## src/rtl/hls_run_sequencer.sv

```systemverilog
// Batch run sequencer for an HLS accelerator: settles, starts and times each run, then reports it.
// Optional watchdog compiled in with `define HLS_RUN_SEQUENCER_TIMEOUT_EN.
module hls_run_sequencer #(
    parameter int CNT_W          = 32,
    parameter int SETTLE_CYCLES  = 2,
    parameter int TIMEOUT_CYCLES = 200000000
) (
    input  logic             clock,
    input  logic             reset,
    input  logic             go,
    input  logic [7:0]       num_runs,
    input  logic             abort,
    output logic             acc_reset_n,
    output logic             acc_start_port,
    input  logic             acc_done_port,
    output logic             busy,
    output logic             res_valid,
    output logic [CNT_W-1:0] res_cycles,
    output logic             res_timeout,
    output logic [7:0]       res_index,
    output logic             batch_done,
    output logic             batch_aborted
);

    typedef enum logic [2:0] {
        S_IDLE,
        S_RST,
        S_ARM,
        S_START,
        S_WAIT,
        S_REPORT,
        S_DONE
    } state_t;

    localparam int SETTLE_W = (SETTLE_CYCLES > 1) ? $clog2(SETTLE_CYCLES) : 1;
    localparam logic [SETTLE_W-1:0] SETTLE_LAST = SETTLE_W'(SETTLE_CYCLES - 1);
    localparam logic [SETTLE_W-1:0] SETTLE_ONE  = SETTLE_W'(1);
    localparam logic [CNT_W-1:0]    CNT_ONE     = CNT_W'(1);
    localparam logic [CNT_W-1:0]    CNT_MAX     = '1;

    state_t              r_state;
    state_t              w_next_state;
    logic [SETTLE_W-1:0] r_settle;
    logic [CNT_W-1:0]    r_cnt;
    logic [7:0]          r_last_idx;
    logic [7:0]          r_run_idx;
    logic [CNT_W-1:0]    r_res_cycles;
    logic                r_res_timeout;
    logic [7:0]          r_res_index;
    logic                r_batch_aborted;

    logic                w_go_accept;
    logic                w_capture;
    logic                w_set_aborted;
    logic                w_timeout;

`ifdef HLS_RUN_SEQUENCER_TIMEOUT_EN
    localparam logic [CNT_W-1:0] TIMEOUT_VAL = CNT_W'(TIMEOUT_CYCLES);
    // A done arriving in the same cycle as the limit still counts as a normal completion.
    assign w_timeout = (r_state == S_WAIT) && (r_cnt == TIMEOUT_VAL) && !acc_done_port;
`else
    assign w_timeout = 1'b0;
`endif

    assign w_go_accept = (r_state == S_IDLE) && go;

    always_ff @(posedge clock or posedge reset) begin
        if (reset) begin
            r_state <= S_IDLE;
        end else begin
            r_state <= w_next_state;
        end
    end

    // NOTE: every signal assigned here gets a default first, so no path can infer a latch.
    always_comb begin
        w_next_state  = r_state;
        w_capture     = 1'b0;
        w_set_aborted = 1'b0;
        unique case (r_state)
            S_IDLE: begin
                if (go) begin
                    w_next_state = S_RST;
                end
            end
            S_RST: begin
                if (abort) begin
                    w_next_state  = S_DONE;
                    w_set_aborted = 1'b1;
                end else if (r_settle == SETTLE_LAST) begin
                    w_next_state = S_ARM;
                end
            end
            S_ARM: begin
                if (abort) begin
                    w_next_state  = S_DONE;
                    w_set_aborted = 1'b1;
                end else begin
                    w_next_state = S_START;
                end
            end
            S_START, S_WAIT: begin
                if (abort) begin
                    w_next_state  = S_DONE;
                    w_set_aborted = 1'b1;
                end else if (acc_done_port || w_timeout) begin
                    w_next_state = S_REPORT;
                    w_capture    = 1'b1;
                end else begin
                    w_next_state = S_WAIT;
                end
            end
            S_REPORT: begin
                if (abort || r_res_timeout) begin
                    w_next_state  = S_DONE;
                    w_set_aborted = 1'b1;
                end else if (r_run_idx == r_last_idx) begin
                    w_next_state = S_DONE;
                end else begin
                    w_next_state = S_RST;
                end
            end
            S_DONE: begin
                w_next_state = S_IDLE;
            end
            default: begin
                w_next_state = S_IDLE;
            end
        endcase
    end

    // NOTE: sequential state uses non-blocking assignments only, so every register samples pre-edge values.
    always_ff @(posedge clock or posedge reset) begin
        if (reset) begin
            r_settle        <= '0;
            r_cnt           <= '0;
            r_last_idx      <= '0;
            r_run_idx       <= '0;
            r_res_cycles    <= '0;
            r_res_timeout   <= 1'b0;
            r_res_index     <= '0;
            r_batch_aborted <= 1'b0;
        end else begin
            r_settle <= (r_state == S_RST) ? r_settle + SETTLE_ONE : '0;

            // Loading in ARM makes the counter read 1 during the START cycle itself.
            if (r_state == S_ARM) begin
                r_cnt <= CNT_ONE;
            end else if (((r_state == S_START) || (r_state == S_WAIT)) && (r_cnt != CNT_MAX)) begin
                r_cnt <= r_cnt + CNT_ONE;
            end

            if (w_go_accept) begin
                r_last_idx      <= (num_runs == 8'd0) ? 8'd0 : num_runs - 8'd1;
                r_run_idx       <= 8'd0;
                r_batch_aborted <= 1'b0;
            end else if ((r_state == S_REPORT) && (w_next_state == S_RST)) begin
                r_run_idx <= r_run_idx + 8'd1;
            end

            if (w_capture) begin
                r_res_cycles  <= r_cnt;
                r_res_timeout <= w_timeout;
                r_res_index   <= r_run_idx;
            end

            if (w_set_aborted) begin
                r_batch_aborted <= 1'b1;
            end
        end
    end

    assign acc_reset_n    = (r_state == S_ARM) || (r_state == S_START) ||
                            (r_state == S_WAIT) || (r_state == S_REPORT);
    assign acc_start_port = (r_state == S_START);
    assign busy           = (r_state != S_IDLE);
    assign res_valid      = (r_state == S_REPORT);
    assign batch_done     = (r_state == S_DONE);
    assign res_cycles     = r_res_cycles;
    assign res_timeout    = r_res_timeout;
    assign res_index      = r_res_index;
    assign batch_aborted  = r_batch_aborted;

endmodule

```

## config.mk

```make
export PLATFORM = sky130hd
export DESIGN_NAME = hls_run_sequencer
export DESIGN_NICKNAME = d
export VERILOG_FILES = /design/src/rtl/hls_run_sequencer.sv
export SDC_FILE = /design/constraint.sdc
export NUM_CORES = 1
export LEC_CHECK = 0
export CORE_MARGIN = 10
export CORE_UTILIZATION = 57
export CTS_BUF_LIST = sky130_fd_sc_hd__clkbuf_4
export DETAILED_ROUTE_END_ITERATION = 8
export GPL_TIMING_DRIVEN = 0
export PLACE_DENSITY_LB_ADDON = 0.25
export SYNTH_ARGS = -nofsm -noshare
export SYNTH_HDL_FRONTEND = slang
export SYNTH_SLANG_ARGS = --single-unit
export TNS_END_PERCENT = 10
```

## constraint.sdc

```tcl
create_clock -name clock -period 3.05 [get_ports clock]
set_input_delay 0.305 -clock clock [delete_from_list [all_inputs] [get_ports clock]]
set_output_delay 0.305 -clock clock [all_outputs]
set_load 0.02 [all_outputs]
```

==> results_dict.tcl <==
set metrics [dict create \
    status "completed" \
    p_int_w 0.002374 \
    arrival_ns 2.09 \
    antenna_cells 0 \
    drtIter0Drc 200 \
    powerDensity_nw_per_um2 643.7 \
    clockBufferDepth 2 \
    synth_xor_area_frac 0.04438 \
    cts_resized 0 \
    r2r_end "r_cnt[7]" \
    clock-root-buffer "clkbuf_4" \
    fin_worst_skew_ns 0.02013 \
    p_leak_nw 2.404 \
    worstMarginPinSlew_ns 1.027 \
    antenna_found_initial 0 \
    cts_buffers 9 \
    htreeDepth 3 \
    numPortBuffers 58 \
    total_power_w 0.003545 \
    syn_area_per_cell_um2 10.76 \
    synth_top_family_by_area "simple AND/OR/NAND/NOR gates" \
    final_cell_mix "dfrtp_1, clkdlybuf4s50_1, nand2_1, mux2_2, nor2_1" \
    fmax_ghz 0.4179 \
    synth.net_count 438 \
    io_pins 60 \
    ys_ff_latch 93 \
    cts_sinks 93 \
    final_common_cell "dfrtp_1" \
    hold_slack_ns 0.2101 \
    hold_buffers 0 \
    hpwl_um 7465 \
    worstPathRequired_ns 2.74 \
    core-area_um2 7727 \
    synth_edf_count 0 \
    synth.cell_area_um2 4539 \
    grt_pass1_vias 3601 \
    yosys_warnings 0 \
    ys.flop_type "dfrtp_1" \
    r2r_cells 8 \
    relSlewSlack 0.3065 \
    vias_per_cell 5.980 \
    synth-seq-area-share 0.5127 \
    critPathKind "reg -> out" \
    drc 0 \
    die_x_um 109.2 \
    worstSkewPairLatency_ns 0.45 \
    grt_start_max_net_pins 58 \
    place_congestion 0.8508 \
    seq_power_share 0.422 \
    cts_tree "done" \
    ir_worst_vdd_mv 0.4300 \
    fin_crit_ns 2.393 \
    pwr-share-comb 0.296 \
    final_antenna_net_count 0 \
    yosysUniqueCellTypes 55 \
    critPathMaxFanout 10 \
    p_switching_w 0.001171 \
    worst_setup_path_start_kind "register" \
    async_flop_share 1.000 \
    dr.pass1.iters 4 \
    min_path_type "in -> async" \
    nets 508 \
    synthMuxAreaShare 0.1125 \
    die-height_um 109.2 \
    gr-total-overflow 0 \
    rsz0062_at_grt "false" \
    clk_pin_slew_ns 0.15 \
    crit_path_start "r_state[2]" \
    setup_viol 0 \
    track_usage 0.1858 \
    timing.final.crit_share 0.7846 \
    drv_slew 0 \
    synth_cells 422 \
    hold_violations 0 \
    grt_pass1_wl_um 17710 \
    synth-compound-area-share 0.1023 \
    maxCapViolations 0 \
    num_rows 32 \
    switching_share 0.3303 \
    num_vias 3582 \
    post_cts_buffers 0 \
    cp-end-kind "primary output" \
    area_growth_syn_to_layout_pct 21.31 \
    r2r_setup_slack_ns 0.70 \
    die_area_um2 11930 \
    postRouteWirelength_um 10550 \
    r2r_start "r_cnt[16]" \
    wl_per_cell_um 17.61 \
    initial_core_util 0.5874 \
    synthAdderAreaFrac 0.008269 \
    drive_above_1_share 0.1569 \
    synthSimpleGateAreaFrac 0.1861 \
    clockPowerShare 0.282 \
]
==> how the worst max path moves through the flow <==
stage	slack (ns)	depth (start not counted)	end
2_1_floorplan	0.32	1	batch_aborted
3_3_place_gp	-1.03	2	res_cycles[23]
3_5_place_dp	0.35	7	r_last_idx[5]
4_1_cts	0.63	4	busy
5_1_grt	0.49	8	r_cnt[25]
6_report	0.66	4	busy
==> power groups by stage <==
| stage | Sequential [W] | Clock (W) | Combinational, W |
|---|---|---|---|
| after floorplan | 0.00153 | 0 | 0.000664 |
| after global placement | 0.00151 | 0 | 0.00101 |
| after detailed placement | 0.00152 | 0 | 0.00105 |
| after CTS | 0.00150 | 0.00101 | 0.00105 |
| after global routing | 0.00152 | 0.00105 | 0.00117 |
| final | 0.00150 | 0.00100 | 0.00105 |
==> per-stage QoR <==
step             util  setup WS, ns  instances  area, µm²  setup TNS, ns
5_1_grt        0.7126        0.4855        599       5507              0
2_1_floorplan       -        0.3247        422       4539              0
4_1_cts        0.7126        0.6344        599       5507              0
3_3_place_gp   0.6791        -1.034        582       5248         -95.64
3_5_place_dp   0.6830        0.3480        583       5278              0
6_report       0.7126        0.6570        599       5507              0
==> critical path: stages, from the launching register on <==
cell and delay [ns]:
dfrtp_1 0.43, clkbuf_1 0.21, nor3_1 0.37, inv_1 0.08, clkdlybuf4s50_1 0.56
==> area by class of cell <==
cell class | count | area, µm²
tap | 102 | 127.6
multi-input combinational | 297 | 2062
inverter | 9 | 36.28
sequential | 93 | 2327
fill | 568 | 2221
clock inverter | 7 | 161.4
buffer | 23 | 116.4
timing repair buffer | 59 | 608.1
clock buffer | 9 | 67.56
==> routing by layer <==
layer	wire [µm]	vias up	global-route usage
met3	678	14	0.04661
li1	-	1679	-
met5	0	-	0
met4	114	0	0.06970
met1	4482	1782	0.2312
met2	5274	107	0.3063
==> Yosys cell counts (9+ instances only) <==
cell / number / share of area
mux2_2: 39 / 0.097
inv_1: 9 / 0.0074
nand4_1: 12 / 0.017
xnor2_1: 19 / 0.037
a21oi_1: 22 / 0.024
nor2_1: 23 / 0.019
or4_1: 9 / 0.015
nand2_1: 39 / 0.032
nand3_1: 18 / 0.020
o21ai_0: 19 / 0.021
o31ai_1: 9 / 0.015
clkbuf_1: 12 / 0.0099
dfrtp_1: 93 / 0.51
or3_1: 11 / 0.015
==> logic make-up (layout without fill, tap and decap cells) <==
kind of cell,count (synthesis),after routing
and+or+nand+nor,151,151
other,1,1
AOI/OAI and AO/OA,73,73
buffers and inverters,32,107
muxes,46,46
DFF,93,93
adders and majority gates,3,3
xor gates and xnor gates,23,23
==> registers in the layout, summed over array words and instances (netlist names) <==
signal         flops
r_last_idx         8
res_cycles        32
res_index          8
batch_aborted      1
r_cnt             32
r_state            3
r_settle           1
r_run_idx          8
Note: power is estimated with default switching activity, not from simulation.
